### config.mk
export PLATFORM = sky130hd
export DESIGN_NAME = bomb_ctrl_fsm
export DESIGN_NICKNAME = d
export VERILOG_FILES = /design/src/rtl/bomb_pkg.sv /design/src/rtl/bomb_timer.sv /design/src/rtl/bomb_ctrl_fsm.sv
export SDC_FILE = /design/constraint.sdc
export NUM_CORES = 1
export LEC_CHECK = 0
export ABC_AREA = 1
export CORE_AREA = 2 2 66 68
export CTS_CLUSTER_SIZE = 30
export DETAILED_ROUTE_END_ITERATION = 12
export DIE_AREA = 0 0 68 70
export PLACE_DENSITY = 0.77
export SETUP_SLACK_MARGIN = 0.3
export SYNTH_ARGS = -nofsm -noshare
export SYNTH_HDL_FRONTEND = slang
export SYNTH_SLANG_ARGS = --single-unit
### constraint.sdc
create_clock -name clk -period 2.3 [get_ports clk]
set_clock_uncertainty 0.15 [all_clocks]
set_input_delay 0.46 -clock clk [delete_from_list [all_inputs] [get_ports clk]]
set_output_delay 0.46 -clock clk [all_outputs]
set_load 0.01 [all_outputs]
### src/rtl/bomb_pkg.sv
// Shared encodings for the bomb controller: register ctrl codes and FSM state codes.
package bomb_pkg;

   localparam logic [1:0] REG_NONE = 2'd0;
   localparam logic [1:0] REG_INCR = 2'd1;
   localparam logic [1:0] REG_LOAD = 2'd2;
   localparam logic [1:0] REG_CLR  = 2'd3;

   typedef enum logic [2:0] {
      ST_IDLE     = 3'd0,
      ST_ARMED    = 3'd1,
      ST_CHECK    = 3'd2,
      ST_DEFUSED  = 3'd3,
      ST_EXPLODED = 3'd4
   } state_t;

   function automatic logic is_terminal(input state_t s);
      return (s == ST_DEFUSED) || (s == ST_EXPLODED);
   endfunction

endpackage

### src/rtl/bomb_timer.sv
// Loadable saturating countdown with tick decrement and zero-crossing flag.
// Macro BOMB_PENALTY_EN adds a second decrement source that removes PENALTY at once.
module bomb_timer #(
   parameter int unsigned TIME_W  = 8
`ifdef BOMB_PENALTY_EN
   , parameter int unsigned PENALTY = 10
`endif
) (
   input  logic              clk,
   input  logic              async_nreset,
   input  logic              load,
   input  logic [TIME_W-1:0] load_val,
   input  logic              dec,
`ifdef BOMB_PENALTY_EN
   input  logic              pen,
`endif
   output logic [TIME_W-1:0] time_left,
   output logic              expire
);

   logic [TIME_W-1:0] next_time;
   logic              active;

`ifdef BOMB_PENALTY_EN
   logic [TIME_W+1:0] amount;

   always_comb begin
      amount = (TIME_W+2)'(dec) + (pen ? (TIME_W+2)'(PENALTY) : '0);
      active = dec | pen;
      if (amount >= (TIME_W+2)'(time_left))
         next_time = '0;
      else
         next_time = time_left - amount[TIME_W-1:0];
   end
`else
   always_comb begin
      active    = dec;
      next_time = (dec && (time_left != '0)) ? time_left - TIME_W'(1) : time_left;
   end
`endif

   // Expiry means a decrement landed on zero in this cycle.
   assign expire = active && (next_time == '0);

   always_ff @(posedge clk or negedge async_nreset) begin
      if (!async_nreset)
         time_left <= '0;
      else if (load)
         time_left <= load_val;
      else if (active)
         time_left <= next_time;
   end

endmodule

### src/rtl/bomb_ctrl_fsm.sv
// Bomb controller FSM: drives external idx/att register ctrls, owns countdown and code buffer.
// Macro BOMB_PENALTY_EN enables the wrong-code time penalty.
module bomb_ctrl_fsm
   import bomb_pkg::*;
#(
   parameter int unsigned DIGITS       = 4,
   parameter int unsigned TIME_W       = 8,
   parameter int unsigned ARM_TIME     = 60,
   parameter int unsigned MAX_ATTEMPTS = 3,
   parameter int unsigned IDX_W        = 3,
   parameter int unsigned ATT_W        = 2,
   parameter int unsigned PENALTY      = 10
) (
   input  logic                  clk,
   input  logic                  async_nreset,
   input  logic                  arm,
   input  logic                  tick,
   input  logic                  key_valid,
   input  logic [3:0]            key_digit,
   input  logic [4*DIGITS-1:0]   secret,
   input  logic [IDX_W-1:0]      idx_q,
   input  logic [ATT_W-1:0]      att_q,
   output logic [1:0]            idx_ctrl,
   output logic [1:0]            att_ctrl,
   output logic [TIME_W-1:0]     time_left,
   output logic [2:0]            state,
   output logic                  defused,
   output logic                  exploded
);

   if (DIGITS < 2 || DIGITS - 1 >= (1 << IDX_W)) begin : g_bad_digits
      $error("bomb_ctrl_fsm: DIGITS out of range for IDX_W");
   end
   if (MAX_ATTEMPTS < 1 || MAX_ATTEMPTS - 1 >= (1 << ATT_W)) begin : g_bad_att
      $error("bomb_ctrl_fsm: MAX_ATTEMPTS out of range for ATT_W");
   end
   if (ARM_TIME >= (1 << TIME_W) || PENALTY >= (1 << TIME_W)) begin : g_bad_time
      $error("bomb_ctrl_fsm: ARM_TIME or PENALTY does not fit TIME_W");
   end

   state_t              st;
   logic [4*DIGITS-1:0] entry;
   logic                match;
   logic                last_digit;
   logic                last_attempt;
   logic                timer_load;
   logic                timer_dec;
   logic                expire;

   assign match        = (entry == secret);
   assign last_digit   = (idx_q == IDX_W'(DIGITS - 1));
   assign last_attempt = (att_q == ATT_W'(MAX_ATTEMPTS - 1));
   assign timer_load   = (st == ST_IDLE) && arm;
   assign timer_dec    = tick && ((st == ST_ARMED) || (st == ST_CHECK));
   assign state        = st;

   bomb_timer #(
      .TIME_W   (TIME_W)
`ifdef BOMB_PENALTY_EN
      , .PENALTY(PENALTY)
`endif
   ) u_timer (
      .clk          (clk),
      .async_nreset (async_nreset),
      .load         (timer_load),
      .load_val     (TIME_W'(ARM_TIME)),
      .dec          (timer_dec),
`ifdef BOMB_PENALTY_EN
      .pen          ((st == ST_CHECK) && !match),
`endif
      .time_left    (time_left),
      .expire       (expire)
   );

   always_comb begin
      idx_ctrl = REG_NONE;
      att_ctrl = REG_NONE;
      case (st)
         ST_IDLE: begin
            idx_ctrl = REG_CLR;
            att_ctrl = REG_CLR;
         end
         ST_ARMED: begin
            if (key_valid)
               idx_ctrl = REG_INCR;
         end
         ST_CHECK: begin
            if (!match) begin
               idx_ctrl = REG_CLR;
               att_ctrl = REG_INCR;
            end
         end
         default: ;
      endcase
   end

   always_ff @(posedge clk or negedge async_nreset) begin
      if (!async_nreset) begin
         st       <= ST_IDLE;
         entry    <= '0;
         defused  <= 1'b0;
         exploded <= 1'b0;
      end else begin
         case (st)
            ST_IDLE: begin
               if (arm) begin
                  st    <= ST_ARMED;
                  entry <= '0;
               end
            end
            ST_ARMED: begin
               if (key_valid)
                  entry <= {entry[4*DIGITS-5:0], key_digit};
               // Expiry outranks the move to CHECK on the final digit.
               if (expire) begin
                  st       <= ST_EXPLODED;
                  exploded <= 1'b1;
               end else if (key_valid && last_digit) begin
                  st <= ST_CHECK;
               end
            end
            ST_CHECK: begin
               if (expire || (!match && last_attempt)) begin
                  st       <= ST_EXPLODED;
                  exploded <= 1'b1;
               end else if (match) begin
                  st      <= ST_DEFUSED;
                  defused <= 1'b1;
               end else begin
                  st    <= ST_ARMED;
                  entry <= '0;
               end
            end
            default: begin
               if (!is_terminal(st))
                  st <= ST_IDLE;
            end
         endcase
      end
   end

endmodule
==> impl_summary.txt <==
----------------------------------------------------
[Worst setup path]
  Crit path largest cell delay ... 0.41 ns
  Critical path peak fanout ... 8
  Kind of capture point of the worst setup path ... flip-flop
  Crit path top cell by count ... nand2_2
  Crit-path cells ... inv_2, ha_4, nand2_2, nor2_2, nand2_2, nand3_4, nand2_2, nand3b_1, nor2_2, nand4_4, nand2_4, nand2_4, buf_6, nand3b_1, nand2_1
  Setup crit start kind ... flip-flop
  Worst setup path category ... flip-flop to flip-flop
  Combined buffer and inverter count along the critical path ... 2
  Required time of the critical path ... 2.32 ns
  Slowest cell on the critical path ... dfrtp_1
  Crit path arrival time ... 2.25 ns
  Cell class contributing the biggest share of worst-path delay ... simple AND/OR/NAND/NOR gates

[Min path]
  Min-delay worst type ... flip-flop to flip-flop

[GRT]
  First-pass GRT wire length ... 7880 um
  GRT overflow ... 0
  Vias in the first global route ... 1,877
  Largest net degree at the start of global routing ... 30
  Total global-route track usage ... 21.5%
  Antenna violations before repair ... 0

[CTS]
  Hold buffers post-CTS ... 0
  Clock-pin slew reported for the worst setup and hold paths after clock tree synthesis ... 0.06 ns
  Number of clock sinks ... 29
  Clock latency on the worst-skew pair ... 0.28 ns
  Cell at the root of the clock tree ... clkbuf_8
  Number of buffers inserted during clock tree synthesis ... 5
  CTS tree ... built
  Number of levels the H-tree was split into ... 2
  Buffer levels on the longest clock path ... 2

[Final layout]
  Nets ... 370
  Antenna diode count ... 0
  Layout cell share with drive strength beyond 1 ... 28.6%
  Total area of multi-input combinational cells ... 0.00122 mm2
  Number of fillers in the final layout ... 321
  Storage element area ... 728 um2
  Signed area change from the synthesized netlist to the final layout ... 54.1%
  End-of-flow core utilization ... 70.2%

[Drt]
  WL final ... 5010 um
  Antenna-violating nets left ... 0
  Iter 0 DRT Violations ... 135
  Routed length per instance ... 12.8 um
  Vias per Instance ... 5.14
  Via count ... 2,011
  Detailed-route DRC error count ... 0
  Drt first pass iters ... 4

[Timing]
  Final hold vios ... 0
  Actual slew at the worst max-slew pin ... 0.567 ns
  Relative max-transition margin ... 62.0%
  Final count of pins violating max slew ... 0
  Max frequency ... 448 MHz
  Period Utilization, post-route ... 97.0%
  Unrepaired setup endpoints after global routing ... true
  Final worst path period need ... 2.23 ns
  Setup violation total in the final timing report ... 0
  Worst-case setup margin in the final layout ... 0.0680 ns

[Pwr]
  Cell leakage power ... 0.00141 uW
  PD cells ... 1110 mW/mm2
  Maximum vdd ir drop ... 663 uV

[Synth]
  Netlist area before placement ... 0.00189 mm2
  Dominant combinational cell family by area after synthesis ... simple AND/OR/NAND/NOR gates
  Synthesized area per cell ... 7.49 um2
  Gate count after technology mapping ... 252
  Cell variety after synth ... 28
  Multiplexer fraction of the synthesized cell area ... 0%
  Sequential cell area fraction in the yosys report ... 38.4%
  Register bit total from synthesis ... 29
  Post-synthesis xor/xnor area fraction ... 8.35%
  Yosys warning count ... 0
  Complex-gate fraction of the synthesized area ... 4.24%
  Synthesized-area fraction occupied by adder cells ... 1.33%
  Simple-gate share of the synthesized area ... 42.3%
  Synthesized netlist net count ... 284

[Die]
  Die span in x ... 68 um
  Number of placed I/O pins ... 47
  Starting utilization of the core area ... 45.6%
  Row Count ... 24
  Core region area ... 0.00414 mm2
  Y dimension of the die ... 70 um
  Total Die Area ... 0.00476 mm2

[Flow run]
  Maximum Capacitance Violations ... 0

[Placement]
  Minimum setup slack after placement ... -0.500 ns
  Placer Congestion ... 0.858
  PortBufs ... 46
  Detailed-placement wirelength estimate ... 3190 um

[Status]
  Status ... complete, no violations

----------------------------------------------------
-- logic make-up after synthesis --
logic type | after synthesis
DFF | 29
adders and majority gates | 2
and+or+nand+nor | 165
buffers and inverters | 24
AOI/OAI and AO/OA | 14
xor gates and xnor gates | 18
-- synth_stat cells, drive strengths merged --
master,number,share of area [%]
clkinv,2,0.40
nand4,9,3.8
o22ai,1,0.33
dfrtp,29,38
nor2,22,5.0
a21oi,4,1.1
a21o,1,0.40
xor2,3,1.4
xnor2,15,7.0
nand3b,18,7.2
clkbuf,1,0.20
buf,3,1.2
nand3,11,3.6
ha,2,1.3
o21ai,6,1.6
nand2,105,23
o211ai,1,0.40
o2111ai,1,0.46
inv,18,3.6
-- worst min-delay path: cells and delay by family, from the launching register on --
family / cells / cell delay [ns]
AND/OR/NAND/NOR: 1 / 0.05
flip-flops: 1 / 0.35
buffers and inverters: 1 / 0.04
-- where the power goes --
group,total [uW],switching (uW),internal (uW),leakage [uW]
Sequential,789,148,640,0.000377
Clock,396,187,209,0.0000450
Combinational,2040,1080,959,0.000992
-- layout by cell type (no fill, tap or decap), types with 4 or more instances in the layout --
| cell | count |
|---|---|
| nand2_1 | 87 |
| buf_4 | 30 |
| dfrtp_1 | 27 |
| clkdlybuf4s50_1 | 24 |
| nand3b_1 | 18 |
| inv_1 | 13 |
| nand2_2 | 13 |
| dlygate4sd2_1 | 12 |
| nor2_2 | 10 |
| xnor2_1 | 10 |
| nor2_1 | 10 |
| nand4_1 | 8 |
| nand3_1 | 8 |
| inv_2 | 5 |
| xnor2_2 | 5 |
| nand2_4 | 5 |
| clkbuf_8 | 5 |
| clkdlybuf4s15_1 | 5 |
| o21ai_1 | 4 |
| a21oi_1 | 4 |
| buf_6 | 4 |
-- per-stage QoR --
step	cell area (um2)	hold slack, ns	TNS (ns)	total power, uW	std cells
detailed placement	2570	0.298	-4.29	2530	364
floorplan	1910	0.0144	0	1800	252
CTS	2760	0.326	0	3030	382
global placement	2570	0.302	-3.25	2500	364
finish	2910	0.323	0	3230	391
global route	2910	0.348	-0.546	3460	391
-- registers in the layout, indices dropped and copies added (netlist names) --
signal / cells
u_timer.time_left: 8
entry: 16
defused: 1
exploded: 1
state: 3
-- per-layer routing --
layer / GRT usage [%] / wire (um) / vias up / part of all wire, %
met1: 28.0 / 2090 / 943 / 42
met5: 0 / 0 / - / 0
met4: 8.22 / 80 / 0 / 1.6
met2: 34.4 / 2600 / 73 / 52
li1: - / - / 984 / -
met3: 4.35 / 251 / 11 / 5.0
-- area by class of cell --
cell class,instances,share of cell area (%)
Clock buffer,6,2.49
Clock inverter,2,0.344
Inverter,20,2.58
Multi-Input combinational cell,200,41.9
Sequential cell,29,25.0
Tap cell,52,2.24
Timing Repair Buffer,82,25.4
-- path summary, 6_finish.rpt --
check	cells past startpoint	slack, ns	end	startpoint
max in group asynchronous	2	1.28	state[1]$_DFFE_PN0P_	async_nreset
min in group asynchronous	2	0.42	entry[9]$_DFFE_PN0P_	async_nreset
min reg2reg	2	0.32	exploded$_DFFE_PN0P_	exploded$_DFFE_PN0P_
max	15	0.07	entry[5]$_DFFE_PN0P_	u_timer.time_left[1]$_DFFE_PN0P_
max reg2reg	15	0.07	entry[5]$_DFFE_PN0P_	u_timer.time_left[1]$_DFFE_PN0P_
min	2	0.32	exploded$_DFFE_PN0P_	exploded$_DFFE_PN0P_
-- what timing repair did --
action / 4_1_cts / 5_1_grt
resized for setup: 52 / 22
setup buffers: 9 / 9
cloned: 1 / 0
pin swaps: 41 / 28
setup endpoints to repair: 25 / 26
hold endpoints to repair: 0 / 0
Power figures use the tool's default switching activity.
